**src/rtl/mux_scan_ctrl.sv**
```systemverilog
// rtl/mux_scan_ctrl.sv - sequential 4-channel scanner driving a 4:1 mux select
// Optional macro MUX_SCAN_CONT_EN: repeat scans back-to-back until abort.
module mux_scan_ctrl #(
  parameter int unsigned SETTLE = 1
) (
  input  logic       clk,
  input  logic       rst,
  input  logic       start,
  input  logic       abort,
  input  logic       mux_out,
  output logic [1:0] sel,
  output logic [3:0] data,
  output logic       busy,
  output logic       done
);

  typedef enum logic [1:0] {
    IDLE = 2'b00,
    SCAN = 2'b01,
    DONE = 2'b10
  } state_t;

  localparam logic [3:0] LAST = 4'(SETTLE - 1);

  state_t     state_q, state_d;
  logic [1:0] sel_q, sel_d;
  logic [3:0] cnt_q, cnt_d;
  logic [3:0] shadow_q, shadow_d;
  logic [3:0] data_q, data_d;

  always_ff @(posedge clk or posedge rst) begin
    if (rst) begin
      state_q  <= IDLE;
      sel_q    <= 2'd0;
      cnt_q    <= 4'd0;
      shadow_q <= 4'd0;
      data_q   <= 4'd0;
    end else begin
      state_q  <= state_d;
      sel_q    <= sel_d;
      cnt_q    <= cnt_d;
      shadow_q <= shadow_d;
      data_q   <= data_d;
    end
  end

  always_comb begin
    state_d  = state_q;
    sel_d    = sel_q;
    cnt_d    = cnt_q;
    shadow_d = shadow_q;
    data_d   = data_q;
    case (state_q)
      IDLE: begin
        if (start && !abort) begin
          state_d  = SCAN;
          sel_d    = 2'd0;
          cnt_d    = 4'd0;
          shadow_d = 4'd0;
        end
      end
      SCAN: begin
        if (abort) begin
          state_d = IDLE;
          sel_d   = 2'd0;
          cnt_d   = 4'd0;
        end else if (cnt_q == LAST) begin
          cnt_d           = 4'd0;
          shadow_d[sel_q] = mux_out;
          if (sel_q == 2'd3) begin
            // Publish with the final bit merged so data is valid while done is high.
            state_d = DONE;
            sel_d   = 2'd0;
            data_d  = {mux_out, shadow_q[2:0]};
          end else begin
            sel_d = sel_q + 2'd1;
          end
        end else begin
          cnt_d = cnt_q + 4'd1;
        end
      end
      DONE: begin
`ifdef MUX_SCAN_CONT_EN
        if (abort) begin
          state_d = IDLE;
        end else begin
          state_d  = SCAN;
          shadow_d = 4'd0;
        end
`else
        state_d = IDLE;
`endif
        sel_d = 2'd0;
        cnt_d = 4'd0;
      end
      default: begin
        state_d = IDLE;
        sel_d   = 2'd0;
        cnt_d   = 4'd0;
      end
    endcase
  end

  assign sel  = sel_q;
  assign data = data_q;
  assign busy = (state_q == SCAN) || (state_q == DONE);
  assign done = (state_q == DONE);

endmodule

```
**config.mk**
```make
export PLATFORM = sky130hd
export DESIGN_NAME = mux_scan_ctrl
export DESIGN_NICKNAME = d
export VERILOG_FILES = /design/src/rtl/mux_scan_ctrl.sv
export SDC_FILE = /design/constraint.sdc
export NUM_CORES = 1
export LEC_CHECK = 0
export ABC_AREA = 1
export BUFFER_PORTS_ARGS = -buffer_cell sky130_fd_sc_hd__buf_2
export CORE_UTILIZATION = 45
export DETAILED_ROUTE_END_ITERATION = 6
export PLACE_DENSITY = 0.69
export SLEW_MARGIN = 20
export SYNTH_ARGS = -nofsm -noshare
export SYNTH_HDL_FRONTEND = slang
export SYNTH_SLANG_ARGS = --single-unit
```
**constraint.sdc**
```tcl
create_clock -name clk -period 1.3 [get_ports clk]
set_input_delay 0.13 -clock clk [delete_from_list [all_inputs] [get_ports clk]]
set_output_delay 0.13 -clock clk [all_outputs]
set_load 0.02 [all_outputs]
```
After elaboration in Yosys (flattened, before gate mapping):

Cells that the tools add are included.

* $add $sub $neg: 2
* multipliers: 0
* divide/modulo/power cells: 0
* $lt $le $gt $ge: 2
* equality and inequality tests: 8
* shifts and indexed selects: 0
* multiplexer cells: 20
* bitwise gates (word level): 1
* reduce and logical (&&, ||, !) cells: 11

Operator list (count)
* 2-to-1 mux 4 bit: 5
* 2-to-1 mux 2 bit: 8
* case mux 4 bit (2 select lines): 2
* case mux 2 bit (2 select lines): 2
* AND reduction 4 bit: 2
* != test 2 bit, second input constant: 3
* != test 3 bit, second input constant: 2
* adder 4 x 1 -> 4 bit, second input constant: 1
* bitwise mux 4 bit: 1
* == test 2 bit, second input constant: 2
* zero test 4 bit: 1
* less-than comparator 2 x 3 -> 1 bit, second input constant: 1
* AND reduction 3 bit: 1
* adder 2 x 1 -> 2 bit, second input constant: 1
* demux 1 bit (select 2 bit): 1
* == test 2 x 1 -> 1 bit, second input constant: 1
* >= comparator 2 x 1 -> 1 bit, second input constant: 1
* logical AND 1 bit: 2
* zero test 2 bit: 1
* AND reduction 2 bit: 1
* nonzero test 2 bit: 1
* zero test 1 bit: 1
* logical OR 1 bit: 1
* 2-to-1 mux 1 bit: 1
* NOT 1 bit: 1

* flip-flop bits (word level): 16
* bits in latches: 0
* memory bits (writable): 0
* ROM bits: 0
* input port bits: 5
* output and inout port bits: 8
* memories: 0

Longest topological paths before layout:

* word-level depth: 8
* depth in mapped cells: 8

Least setup slack after synthesis:

Ideal clock, no wire load.

* path kind: register to register
* start point: register state_q[1]
* end point: register state_q[1]
* library setup time: 0.065 ns
* data arrival time: 1.190 ns
* data required time: 1.235 ns
* slack: 0.045 ns
* cell stages (with the launch flop): 9
* buffers on the path: 0
* path through: dfrtp_1 inv_1 ha_1 inv_2 nor2_8 nand4_4 inv_2 nand2_1 nand2_1

* longest elaborated chain between the ends: 3
* elaborated cells between the ends (all ways): 7
* classes of those cells: eq/ne: 4; mux: 1; reduce/logical: 2

RTL lines
* start: declaration: RTL line 25 `state_t state_q, state_d;`
* start signal: assignment: RTL line 39 `state_q <= state_d;`
* == test 2 x 1 -> 1 bit or zero test 2 bit (tied branches): RTL line 53 `case (state_q)`
* != test 3 bit (no line) or != test 2 bit (tied branches)
* AND reduction 3 bit (no line)

Several ways; a longest one is shown, not always the timed one.
A chain may end at the register's enable or synchronous reset.

Worst setup path after layout:

* start point: register state_q[1]
* end point: register data_q[0], in the netlist data[0]

* longest elaborated chain between the ends: 2

RTL lines
* == test 2 x 1 -> 1 bit: RTL line 53
* AND reduction 4 bit (no line)
* end signal: assignment: RTL line 43 `data_q <= data_d;`
* end: declaration: RTL line 29 `logic [3:0] data_q, data_d;`

Every way passes these cells.

==> run_results.csv <==
group,metric,value,unit
place,pre_cts_ws,-43.3,ps
setup_path,path_max_fanout,6,
drt,routed_wl,1.86,mm
cts,cts_tree,"done",
cells_and_area,fin_util,0.644,
setup_path,max_stage_delay,400,ps
logic_synthesis,synth.top_cells.by_count,"35 x nand2_1, 15 x dfrtp_1, 12 x inv_1, 9 x ha_1, 7 x nand3_1",
place,place_hpwl,1.28,mm
cells_and_area,antenna_cells,0,
setup_path,worstSetupEndpointType,"register",
timing,setup_ws,-21.0,ps
place,postPlaceCellArea,1030,um^2
setup_path,crit_type,"register to register",
cts,clockBufferDepth,2,
logic_synthesis,yosysUniqueCellTypes,19,
global_routing,grtUsageTotal,0.188,
floorplan,floorplan.die_area,2190,um^2
drt,vias,780,
logic_synthesis,synth_warnings,0,
min_path,worstHoldPathType,"input port to register",
timing,setup_viol,6,
cells_and_area,nets,148,
pwr,power-per-cell-area,1660,nW/um^2
logic_synthesis,synth_area_leaders,"dfrtp_1 42%, nand2_1 15%, ha_1 12%, inv_1 5.0%, nand3_1 3.9%",
cts,h-tree-depth,1,
place,numPortBuffers,12,
timing,drv_slew,0,
setup_path,cp-start-kind,"register",
pwr,leakagePower,0.599,nW
timing,timing.fmax,757,MHz
drt,vias_per_cell,4.94,
timing,tightest_slew,568,ps
setup_path,cp_data_arrival_time,1550,ps
place,gp_congestion,0.830,
logic_synthesis,synth_cells,109,
logic_synthesis,syn-cell-area,902,um^2
cts,clock_sinks,15,
cts,insertion_delay,290,ps
run_status,violations,"setup timing",
place,place_inst,152,
floorplan,design.core.area,1800,um^2
floorplan,die_h,46.8,um
cells_and_area,drive_gt1_frac,0.346,
setup_path,required,1530,ps
logic_synthesis,ys_async_sr_fraction,1.00,
logic_synthesis,ys_seq_area_frac,0.416,
cts,clk_pin_slew,90,ps
cells_and_area,postLayoutCellArea,1160,um^2
logic_synthesis,synth_seq_cells,15,
cells_and_area,nFillCells,161,
cells_and_area,layout.cells.non_filler,158,
global_routing,antenna_found_initial,0,
floorplan,fp.dieW,46.8,um
global_routing,grt-ovfl-total,0,
floorplan,io_pins,13,
drt,wl_per_cell,11.8,um
drt,drt_pre_antenna_iters,4,
timing,maxSlewHeadroom,0.621,
timing,hold_viol,0,
pwr,ir_drop,960,uV
drt,drtIter0Drc,13,
setup_path,path_cells,"inv_2, ha_4, inv_6, nor2_8, nand4_4, inv_4, nand2_1, nand2_1",
setup_path,crit_family,"flip-flops",
timing,fin_crit_sh,1.02,
cts,cts_made_buffers,3,
global_routing,grt_pass1_vias,658,
logic_synthesis,synth_ff_type,"dfrtp_1",
logic_synthesis,synth_top_area_cell,"dfrtp_1",
timing,fin_hold_ws,192,ps
run_status,status,"finished, violations left",
timing,layout_min_cycle_time,1320,ps
setup_path,slowest_stage,"dfrtp_1",
drt,drc,0,
logic_synthesis,syn_area_per_cell,8.28,um^2
cts,clockRootBuffer,"clkbuf_4",
logic_synthesis,synth.most_common_cell,"nand2_1",
logic_synthesis,synth_edf_count,0,
cells_and_area,area_growth,28.6,%
logic_synthesis,synth_top_area_frac,0.416,
floorplan,fp-row-count,15,
timing,rsz0062_at_grt,"true",
drt,drtAntennaViolNets,0,
floorplan,start_util,0.501,
setup_path,crit_buf_inv,3,
logic_synthesis,synth_nets,123,
global_routing,grt_max_degree,16,
global_routing,grt_first_pass_wirelength,2.79,mm
setup_path,crit_top_cell,"nand2_1",
timing,skew,8.85,ps
job,cap_violations,0,
kinds of logic (layout without fill, tap and decap cells):
group           after synthesis  in the layout  synth area share
compound gates                9              9            0.0541
simple gates                 60             60             0.330
buf+inv                      16             40            0.0749
fa+ha+maj                     9              9             0.125
flops                        15             15             0.416
placed cells by master, fill, tap and decap left out, types with 3 or more instances in the layout:
cell type	instances
buf_2	10
buf_4	8
clkbuf_4	3
dfrtp_1	14
ha_1	6
inv_1	10
inv_2	3
nand2_1	32
nand2_2	5
nand3_1	6
nand4_1	4
nor2_1	3
o21ai_1	5
layout make-up:
cell class                      count  area [um^2]  share of cell area
Clock buffer                        4         26.3              0.0227
Inverter                           15         63.8              0.0550
Multi-Input combinational cell     78          519               0.448
Sequential cell                    15          377               0.325
Tap cell                           25         31.3              0.0270
Timing Repair Buffer               21          143               0.123
sequential cells by signal, summed over array words and instances (netlist names):
| register | cells |
|---|---|
| state_q | 2 |
| shadow_q | 3 |
| sel | 2 |
| cnt_q | 4 |
| data | 4 |
path summary, 6_finish.rpt:
kind                                 start          to  slack (ps)  cells after the start
worst max-delay path            state_q[1]     data[0]         -20                      8
worst min-delay path               mux_out     data[3]         190                      3
min in group asynchronous              rst     data[2]         420                      3
max in group asynchronous              rst  state_q[0]         480                      3
worst max register to register  state_q[1]     data[0]         -20                      8
worst min register to register     data[1]     data[1]         470                      2
layer usage:
metal	GRT usage	share of wire	vias up	wire (um)
met1	0.231	0.47	353	870
met3	0.0346	0.037	7	69
met5	0	0	-	0
met2	0.311	0.46	20	855
met4	0.103	0.033	0	61
li1	-	-	400	-
timing repair:
item | 4_1_cts | 5_1_grt
endpoints found under the setup margin | 12 | 15
gates resized for setup | 8 | 18
hold buffers | 1 | 0
setup buffers | 0 | 1
pin swaps | 0 | 12
cloned | 0 | 0
endpoints found under the hold margin | 15 | 0
worst register-to-register path: stages (launching register included):
cell,delay [ps]
dfrtp_1,400
inv_2,110
ha_4,180
inv_6,50
nor2_8,140
nand4_4,160
inv_4,110
nand2_1,50
nand2_1,50
power by group:
part | switching, W | leakage [nW] | total [W] | internal (W)
logic | 0.000623 | 0.380 | 0.00103 | 0.000405
clock network | 0.000155 | 0.0150 | 0.000274 | 0.000120
registers | 0.0000740 | 0.205 | 0.000627 | 0.000553
total | 0.000851 | 0.599 | 0.00193 | 0.00108
metrics by stage:
| stage | setup TNS [ps] | total power, W |
|---|---|---|
| global route | -917 | 0.00207 |
| floorplan | 0 | 0.00122 |
| CTS | -14.7 | 0.00177 |
| global placement | 0 | 0.00138 |
| detailed placement | -154 | 0.00141 |
| finish | -63.5 | 0.00193 |
No activity file was read; power rests on OpenSTA's default activity.
